===== config.mk =====
export PLATFORM = sky130hd
export DESIGN_NAME = calc_serial_receiver
export DESIGN_NICKNAME = d
export VERILOG_FILES = /design/src/rtl/calc_serial_receiver.sv
export SDC_FILE = /design/constraint.sdc
export NUM_CORES = 1
export LEC_CHECK = 0
export CORE_ASPECT_RATIO = 2
export CORE_UTILIZATION = 61
export CTS_CLUSTER_SIZE = 30
export DETAILED_ROUTE_END_ITERATION = 6
export GPL_TIMING_DRIVEN = 0
export HOLD_SLACK_MARGIN = 0.08
export PLACE_DENSITY = 0.88
export SYNTH_ARGS = -nofsm -noshare
export SYNTH_HDL_FRONTEND = slang
export SYNTH_SLANG_ARGS = --single-unit

===== constraint.sdc =====
create_clock -name Clk -period 6.1 [get_ports Clk]
set_input_delay 1.22 -clock Clk [delete_from_list [all_inputs] [get_ports Clk]]
set_output_delay 1.22 -clock Clk [all_outputs]
set_load 0.05 [all_outputs]

===== src/rtl/calc_serial_receiver.sv =====
`default_nettype none
// ============================================================================
//  Module   : calc_serial_receiver
//  Function : Oversamples the calculator's serial result stream, deserializes
//             32-bit frames and queues them in a first-word-fall-through FIFO.
//  Revision : 1.0 - initial release
// ============================================================================
module calc_serial_receiver #(
  parameter int FRAME_W = 32,
  parameter int DEPTH   = 4,
  parameter int CNT_W   = 3
) (
  input  logic               Clk,
  input  logic               Reset,
  input  logic               ClkTx,
  input  logic               DoutValid,
  input  logic               DataOut,
  input  logic               Pop,
  input  logic               ClearErr,
  output logic [FRAME_W-1:0] Frame,
  output logic [7:0]         OpA,
  output logic [7:0]         OpB,
  output logic [7:0]         AluOut,
  output logic [3:0]         AluSel,
  output logic [3:0]         AluFlags,
  output logic               Empty,
  output logic               Full,
  output logic [CNT_W-1:0]   Level,
  output logic               FrameErr,
  output logic               Overflow
);

  localparam int c_ADDR_W = $clog2(DEPTH);
  localparam int c_BCNT_W = $clog2(FRAME_W + 1);
  localparam logic [c_BCNT_W-1:0] c_FULL_CNT = c_BCNT_W'(FRAME_W);

  typedef enum logic [1:0] {
    IDLE   = 2'd0,
    RECV   = 2'd1,
    DRAIN  = 2'd2,
    COMMIT = 2'd3
  } state_t;

  state_t r_state;
  state_t w_nextState;

  logic r_clkTxS1, r_clkTxS2, r_clkTxS3;
  logic r_validS1, r_validS2;
  logic r_dataS1, r_dataS2;
  logic w_sampleEdge;

  logic [FRAME_W-1:0]  r_shiftReg;
  logic [c_BCNT_W-1:0] r_bitCnt;
  logic                w_shiftEn;
  logic                w_cntClr;
  logic                w_errSet;
  logic                w_commit;

  logic [FRAME_W-1:0] r_mem [DEPTH];
  logic [c_ADDR_W:0]  r_wrPtr, r_rdPtr;
  logic               w_empty, w_full;
  logic               w_popAcc, w_push, w_ovfSet;
  logic               r_frameErr, r_overflow;

  // Data shares ClkTx's two-stage path so the sampled bit lines up with the edge
  always_ff @(posedge Clk or negedge Reset) begin
    if (!Reset) begin
      r_clkTxS1 <= 1'b0;
      r_clkTxS2 <= 1'b0;
      r_clkTxS3 <= 1'b0;
      r_validS1 <= 1'b0;
      r_validS2 <= 1'b0;
      r_dataS1  <= 1'b0;
      r_dataS2  <= 1'b0;
    end else begin
      r_clkTxS1 <= ClkTx;
      r_clkTxS2 <= r_clkTxS1;
      r_clkTxS3 <= r_clkTxS2;
      r_validS1 <= DoutValid;
      r_validS2 <= r_validS1;
      r_dataS1  <= DataOut;
      r_dataS2  <= r_dataS1;
    end
  end

  assign w_sampleEdge = r_clkTxS2 & ~r_clkTxS3;

  always_ff @(posedge Clk or negedge Reset) begin
    if (!Reset) r_state <= IDLE;
    else        r_state <= w_nextState;
  end

  always_comb begin
    w_nextState = r_state;
    w_shiftEn   = 1'b0;
    w_cntClr    = 1'b0;
    w_errSet    = 1'b0;
    w_commit    = 1'b0;
    case (r_state)
      IDLE: begin
        w_cntClr = 1'b1;
        if (r_validS2) w_nextState = RECV;
      end
      RECV: begin
        if (!r_validS2) begin
          if (r_bitCnt == c_FULL_CNT) begin
            w_nextState = COMMIT;
          end else begin
            w_errSet    = 1'b1;
            w_nextState = IDLE;
          end
        end else if (w_sampleEdge) begin
          if (r_bitCnt < c_FULL_CNT) begin
            w_shiftEn = 1'b1;
          end else begin
            w_errSet    = 1'b1;
            w_nextState = DRAIN;
          end
        end
      end
      DRAIN: begin
        if (!r_validS2) w_nextState = IDLE;
      end
      COMMIT: begin
        w_commit    = 1'b1;
        w_nextState = IDLE;
      end
      default: w_nextState = IDLE;
    endcase
  end

  always_ff @(posedge Clk or negedge Reset) begin
    if (!Reset) begin
      r_shiftReg <= '0;
      r_bitCnt   <= '0;
    end else if (w_cntClr) begin
      r_shiftReg <= '0;
      r_bitCnt   <= '0;
    end else if (w_shiftEn) begin
      r_shiftReg <= {r_shiftReg[FRAME_W-2:0], r_dataS2};
      r_bitCnt   <= r_bitCnt + 1'b1;
    end
  end

  // Extra pointer MSB distinguishes full from empty when the indices match
  assign w_empty  = (r_wrPtr == r_rdPtr);
  assign w_full   = (r_wrPtr[c_ADDR_W] != r_rdPtr[c_ADDR_W]) &&
                    (r_wrPtr[c_ADDR_W-1:0] == r_rdPtr[c_ADDR_W-1:0]);
  assign w_popAcc = Pop & ~w_empty;
  assign w_push   = w_commit & (~w_full | w_popAcc);
  assign w_ovfSet = w_commit & w_full & ~w_popAcc;

  always_ff @(posedge Clk or negedge Reset) begin
    if (!Reset) begin
      r_wrPtr <= '0;
      r_rdPtr <= '0;
    end else begin
      if (w_push)   r_wrPtr <= r_wrPtr + 1'b1;
      if (w_popAcc) r_rdPtr <= r_rdPtr + 1'b1;
    end
  end

  always_ff @(posedge Clk) begin
    if (w_push) r_mem[r_wrPtr[c_ADDR_W-1:0]] <= r_shiftReg;
  end

  // A set event in the same cycle as ClearErr keeps the flag asserted
  always_ff @(posedge Clk or negedge Reset) begin
    if (!Reset) begin
      r_frameErr <= 1'b0;
      r_overflow <= 1'b0;
    end else begin
      if (w_errSet)      r_frameErr <= 1'b1;
      else if (ClearErr) r_frameErr <= 1'b0;
      if (w_ovfSet)      r_overflow <= 1'b1;
      else if (ClearErr) r_overflow <= 1'b0;
    end
  end

  assign Frame    = w_empty ? '0 : r_mem[r_rdPtr[c_ADDR_W-1:0]];
  assign OpA      = Frame[31:24];
  assign OpB      = Frame[23:16];
  assign AluOut   = Frame[15:8];
  assign AluSel   = Frame[7:4];
  assign AluFlags = Frame[3:0];
  assign Empty    = w_empty;
  assign Full     = w_full;
  assign Level    = CNT_W'(r_wrPtr - r_rdPtr);
  assign FrameErr = r_frameErr;
  assign Overflow = r_overflow;

endmodule
`default_nettype wire


==> results of run 1 <==
worst register-to-register path, stage by stage (launching register included):
cell,delay (ns)
dfrtp_1,0.43
buf_2,0.26
clkbuf_1,0.50
inv_1,0.10
ha_1,0.29
nand2_1,0.21
o311a_4,0.24
and2_2,0.77
cell families (layout without fill, tap and decap cells):
| kind of cell | count (synthesis) | count (layout) | share of synthesized area (%) |
|---|---|---|---|
| compound gates | 85 | 85 | 6.23 |
| simple gates | 92 | 92 | 7.12 |
| flops | 183 | 183 | 68.6 |
| xor+xnor | 7 | 7 | 0.806 |
| buf+inv | 76 | 188 | 5.70 |
| fa+ha+maj | 10 | 10 | 1.74 |
| mux | 34 | 34 | 9.81 |
sequential cells by signal, summed over array words and instances, names as in the netlist:
name        cells
FrameErr        1
Overflow        1
r_bitCnt        6
r_clkTxS1       1
r_clkTxS2       1
r_clkTxS3       1
r_dataS1        1
r_dataS2        1
r_mem         128
r_rdPtr         3
r_shiftReg     32
r_state         2
r_validS1       1
r_validS2       1
r_wrPtr         3
cell type report:
class	instances	area, sq um	share of cell area [%]
buffer	64	389	4.20
clock buffer	19	433	4.68
timing repair buffer	80	833	9.00
multi-input combinational	228	1960	21.2
sequential	183	5220	56.4
inverter	12	45.0	0.487
clock inverter	13	193	2.08
tap	147	184	1.99
synth_stat cells (9+ instances only):
| cell type | number |
|---|---|
| mux4_2 | 32 |
| buf_4 | 33 |
| a21oi_1 | 38 |
| nor2b_1 | 33 |
| inv_1 | 12 |
| nand3_1 | 36 |
| clkbuf_1 | 16 |
| edfxtp_1 | 128 |
| o21ai_0 | 35 |
| ha_1 | 9 |
| dfrtp_1 | 55 |
| buf_2 | 14 |
power breakdown:
group | internal [mW] | leakage [nW] | switching (mW)
clock network | 0.693 | 0.301 | 0.472
logic | 0.268 | 1.16 | 0.486
registers | 1.33 | 2.09 | 0.0158
cell usage in the layout (no fill, tap or decap), types with 2 or more instances in the layout:
cell,n
clkdlybuf4s50_1,76
xnor2_1,6
a21oi_1,38
o31ai_1,4
nand3_1,36
nor4bb_1,2
inv_6,5
ha_1,9
inv_1,12
mux4_2,32
nand2_1,2
buf_2,15
and2_2,3
nor2b_1,33
bufinv_16,4
buf_4,33
dfrtp_1,55
buf_12,2
nor2_1,5
clkbuf_1,18
edfxtp_1,128
or4_1,3
o21ai_0,35
clkbuf_16,17
clkinv_4,2
path summary, 6_finish.rpt:
kind | slack (ns) | from | cells after the start | end
max in group asynchronous | 4.82 | Reset | 2 | r_shiftReg[13]
min in group asynchronous | 0.72 | Reset | 1 | r_dataS1
worst min-delay path | 0.35 | r_validS1 | 0 | r_validS2
worst max-delay path | 0.58 | r_rdPtr[1] | 10 | OpA[4]
worst min register to register | 0.35 | r_validS1 | 0 | r_validS2
worst max register to register | 2.90 | r_rdPtr[1] | 7 | r_mem[2][24]
per-layer routing:
metal | GRT usage, % | share of wire [%] | up-vias
met1 | 30.4 | 35 | 2307
met3 | 5.09 | 5.9 | 53
li1 | - | - | 2001
met5 | 0 | 0 | -
met4 | 14.4 | 3.7 | 0
met2 | 46.7 | 56 | 277
==> results.md, run 1 <==
* Outcome: finished, final reports clean
* Async S/R FF share, synth at 30.1%
* RSZ-0062 raised after global routing: false
* Cts repair resizes at 0
* Io pins at 78
* Syn Std Cell Area at roughly 7600 sq um
* Worst slew pin tran at 0.938 ns
* Fin area at 9260 sq um
* Fill count at 714
* Final setup viols at 0
* Relative slew slack at between 30% and 40%
* Placed cell count at 714
* Vias in the first global route at 4767
* CP max stage delay at around 0.7 ns
* Total power at 3.27 mW
* Post-layout util at 76.4%
* Main area contributors after synthesis: edfxtp_1 51%, dfrtp_1 18%, mux4_2 9.5%
* Dominant synthesized flop cell: edfxtp_1
* Initial antenna violation count at 0
* Post-synthesis sequential area ratio at 68.6%
* Post-Syn Nets at 504
* Post-CTS setup buffer count at 0
* Post-synth EDFFs at between 100 and 150
* CP required at 4.88 ns
* H-tree Lvls at 4
* Via-per-instance ratio at 6.22
* Final clock skew at 0.00754 ns
* Die width at 81.0 um
* Worst hold slack at 0.350 ns
* Worst-path clk slew at approximately 0.07 ns
* Fin cells at 746
* Layout cell share with drive strength beyond 1 at 20.0%
* Area grow syn2layout at 21.6%
* Max Freq at 0.181 GHz
* Pre-CTS WS at 1.08 ns
* Wire per inst at 21.4 um
* Slowest stage cell, crit path: clkdlybuf4s50_1
* Port bufs at 77
* Most used cell along the critical path: clkbuf_1
* Ys Warns at 0
* Worst Setup Start Kind: flop
* Starting density of the core at 62.8%
* Antenna diode instance count at 0
* CTS tree: built
* CTS Buf Count at 17
* Syn avg cell area at 15.6 sq um
* HP Class: flop to flop
* Skew-Pair Late Insertion Delay at approximately 0.42 ns
* Setup CP Type: flop to primary output
* DR iter-0 viols at 414
* P per Cell Area at 353 nW/um^2
* Largest net degree at the start of global routing at 40
* Worst Setup End Kind: primary output
* Setup TNS at 0 ns
* Critical Path Fanout Max at 10
* Core area at 12100 sq um
* Row count at 57
* WL final at about 16 mm
* Slew Limit Fails at 0
* Overall global routing resource usage at 26.9%
* Final setup margin at 0.583 ns
* Nets at between 600 and 700
* Final Hold Viols at 0
* Worst-path cell chain: buf_2, clkbuf_1, inv_1, ha_1, nand2_1, nor2_1, clkbuf_1, nor2b_1, buf_4, clkdlybuf4s50_1
* CTS Hold Buffers Added at 0
* CP Data Arrival Time at 4.30 ns
* Min Tclk post-route at 5.52 ns
* Flops & latches, synth at 183
* Die height at between 150 and 200 um
* Buf+Inv Stages, Crit Path at 6
* CTS Root Cell: clkbuf_16
* Congestion Overflow GR at 0
* Antenna-violating nets left at 0
* Via count at 4638
* Final Wtd Congestion at 0.842
* # clock sinks at 183
* LEAKAGE at roughly 3.6 nW
* Area share of the largest cell type after synthesis at 50.5%
* 1st-pass router iterations at 5
* Post-DP Area at 8630 sq um
* Mapped Cells at 487
* Final period util at 90.4%
* Synth cell types at 40
* Area leader, netlist: edfxtp_1
* Dpl hpwl at 9.67 mm
* Critical path's top delay family: buffers and inverters
* DIE AREA at 13000 sq um
* DRC Markers at 0
* Max Cap Violations at 0
* Global-route wire length before repair at 25.1 mm
* Buffer depth of the longest clock path at 2
* Maximum vdd ir drop at 0.440 mV
(Power assumes the default switching activity.)
==> inputs of run 2 (changes only) <==
--- a/config.mk
+++ b/config.mk
@@ -5,13 +5,13 @@
 export SDC_FILE = /design/constraint.sdc
 export NUM_CORES = 1
 export LEC_CHECK = 0
-export CORE_ASPECT_RATIO = 2
 export CORE_UTILIZATION = 61
 export CTS_CLUSTER_SIZE = 30
 export DETAILED_ROUTE_END_ITERATION = 6
 export GPL_TIMING_DRIVEN = 0
 export HOLD_SLACK_MARGIN = 0.08
 export PLACE_DENSITY = 0.88
+export REMOVE_ABC_BUFFERS = 1
 export SYNTH_ARGS = -nofsm -noshare
 export SYNTH_HDL_FRONTEND = slang
 export SYNTH_SLANG_ARGS = --single-unit
==> run 2 against run 1 <==
  * Sequential share of layout area up 1.5 points
  * Combinational power fell by 13%
  * Cell count shrank 5.2%
  * Critical path depth down 4
  * Non-clock buffer count decreased by 60
  * First-iteration DRC count up 3.1%
  * Largest power group unchanged
  * Clock skew up 0.0059 ns
  * Worst setup slack better by 0.57 ns
  * Die area fell by 0.21%
  * Cell area is 2.6% lower
  * Wire length fell by 5.6%
  * Via count is 5.5% lower
  * Highest routed layer unchanged
==> results.md, run 2 (synthesized netlist as in run 1, its figures left out) <==
* HP Class: flop to flop
* Maximum vdd ir drop at approximately 0.24 mV
* CP Data Arrival Time at 3.73 ns
* Nets at 543
* Final Hold Viols at 0
* Dpl hpwl at 8.52 mm
* Worst Setup Start Kind: flop
* Largest net degree at the start of global routing at 42
* P per Cell Area at 357 nW/um^2
* Buffer depth of the longest clock path at 2
* DRC Markers at 0
* 1st-pass router iterations at 5
* Die width at roughly 110 um
* WL final at roughly 15 mm
* DR iter-0 viols at between 400 and 500
* Switching share of power at 29.5%
* CP required at 4.88 ns
* Worst Setup End Kind: primary output
* Worst-path cell chain: inv_1, ha_1, nand2_1, nor2_2, buf_16, clkdlybuf4s50_1
* # clock sinks at about 180
* Global-route wire length before repair at 23.6 mm
* Via-per-instance ratio at 6.20
* Worst slew pin tran at 0.983 ns
* Sequential power share at around 44%
* Io pins at 78
* LEAKAGE at 3.34 nW
* Worst R2R End: r_mem[2][10]
* Final setup viols at 0
* Cts repair resizes at 0
* Port bufs at 77
* Comb pwr share at 20.4%
* Initial antenna violation count at 0
* CTS Hold Buffers Added at 0
* Internal power at 2.27 mW
* Antenna-violating nets left at 0
* H-tree Lvls at 4
* Layout cell share with drive strength beyond 1 at 15.8%
* Min Tclk post-route at between 4 and 5 ns
* Clock power frac at 35.7%
* Max Freq at 0.202 GHz
* Worst-path clk slew at 0.07 ns
* Outcome: finished, final reports clean
* Setup CP Type: flop to primary output
* Slew Limit Fails at 0
* Commonest non-fill, non-tap cells in the layout: 128 x edfxtp_1, 76 x clkdlybuf4s50_1, 53 x dfrtp_1
* Switch Pwr at 0.952 mW
* Area grow syn2layout at 18.5%
* Max reg flops at 128
* Antenna diode instance count at 0
* FF-to-FF path depth at 5
* Congestion Overflow GR at 0
* Final period util at 81.2%
* Overall global routing resource usage at between 20% and 30%
* Reg2reg setup slack at ~3.1 ns
* Total power at 3.22 mW
* Crit path to: Empty
* Slowest stage cell, crit path: dfrtp_2
* CP max stage delay at 0.97 ns
* RSZ-0062 raised after global routing: false
* Row count at 40
* Most common cell after layout, fill and taps aside: edfxtp_1
* Wire per inst at ~21 um
* Final Wtd Congestion at 0.716
* CTS tree: built
* CTS Root Cell: clkbuf_16
* Critical Path Fanout Max at 36
* Relative slew slack at 34.3%
* CP Launch Point: r_rdPtr[1]
* Die height at around 110 um
* Setup TNS at 0 ns
* Starting density of the core at 62.8%
* CTS Buf Count at 17
* Max Cap Violations at 0
* Post-layout util at roughly three quarters
* Core area at 12100 sq um
* Via count at between 4000 and 5000
* Post-CTS setup buffer count at 0
* Skew-Pair Late Insertion Delay at approximately 0.43 ns
* RR Startpoint: r_rdPtr[1]
* Vias in the first global route at 4493
* DIE AREA at ~13000 sq um
* Final clock skew at 0.0134 ns
==> run 2: cell types whose count changed in the layout (fill, tap and decap cells not counted), sizes merged <==
| cell | change |
|---|---|
| buf | -44 |
| clkbuf | -18 |
| clkinvlp | +4 |
| inv | -3 |
| clkinv | +1 |
==> run 2: per-layer routing <==
layer,wire length [um],up-vias,GRT usage [%]
met2,7940,195,42.3
met5,0,-,0
met4,398,0,13.3
met3,859,36,5.74
met1,5880,2268,31.6
li1,-,1882,-
==> run 2: metrics by stage <==
| step | hold WS (ns) | area, sq um | setup WS, ns | instances |
|---|---|---|---|---|
| after detailed placement | 0.337 | 8390 | 1.62 | 675 |
| after global routing | 0.368 | 9020 | 0.925 | 707 |
| after global placement | 0.332 | 8200 | -0.372 | 668 |
| after CTS | 0.351 | 9020 | 1.10 | 707 |
| after floorplan | 0.331 | 7220 | 0.307 | 423 |
| final | 0.349 | 9020 | 1.15 | 707 |
==> run 2: final cells by class <==
type / count / area (sq um)
clock buffer: 17 / 425
clock inverter: 15 / 201
fill: 712 / 3090
inverter: 12 / 45.0
multi-input combinational: 228 / 2000
sequential: 183 / 5220
tap: 168 / 210
timing repair buffer: 84 / 915
==> run 2: critical path, delay by kind of cell (launching register included) <==
family,cells,cell delay (ns)
adder cells (fa/ha/maj),1,0.30
flip-flops,1,0.97
AND/OR/NAND/NOR,2,0.86
buffers and inverters,3,1.15
==> run 2: worst min path at each step <==
stage	from	to	slack, ns	cells after the start
after floorplan	r_clkTxS1	r_clkTxS2	0.33	0
after global placement	r_validS1	r_validS2	0.33	0
after detailed placement	r_clkTxS1	r_clkTxS2	0.34	0
after CTS	r_clkTxS1	r_clkTxS2	0.35	0
after global routing	r_clkTxS1	r_clkTxS2	0.37	0
final	r_clkTxS1	r_clkTxS2	0.35	0
==> run 2: power groups by stage <==
stage	registers, mW	logic [mW]	clock network [mW]
after detailed placement	1.44	0.661	0
final	1.42	0.657	1.15
after global placement	1.49	0.570	0
after CTS	1.42	0.666	1.16
after floorplan	1.45	0.405	0
after global routing	1.42	0.695	1.21
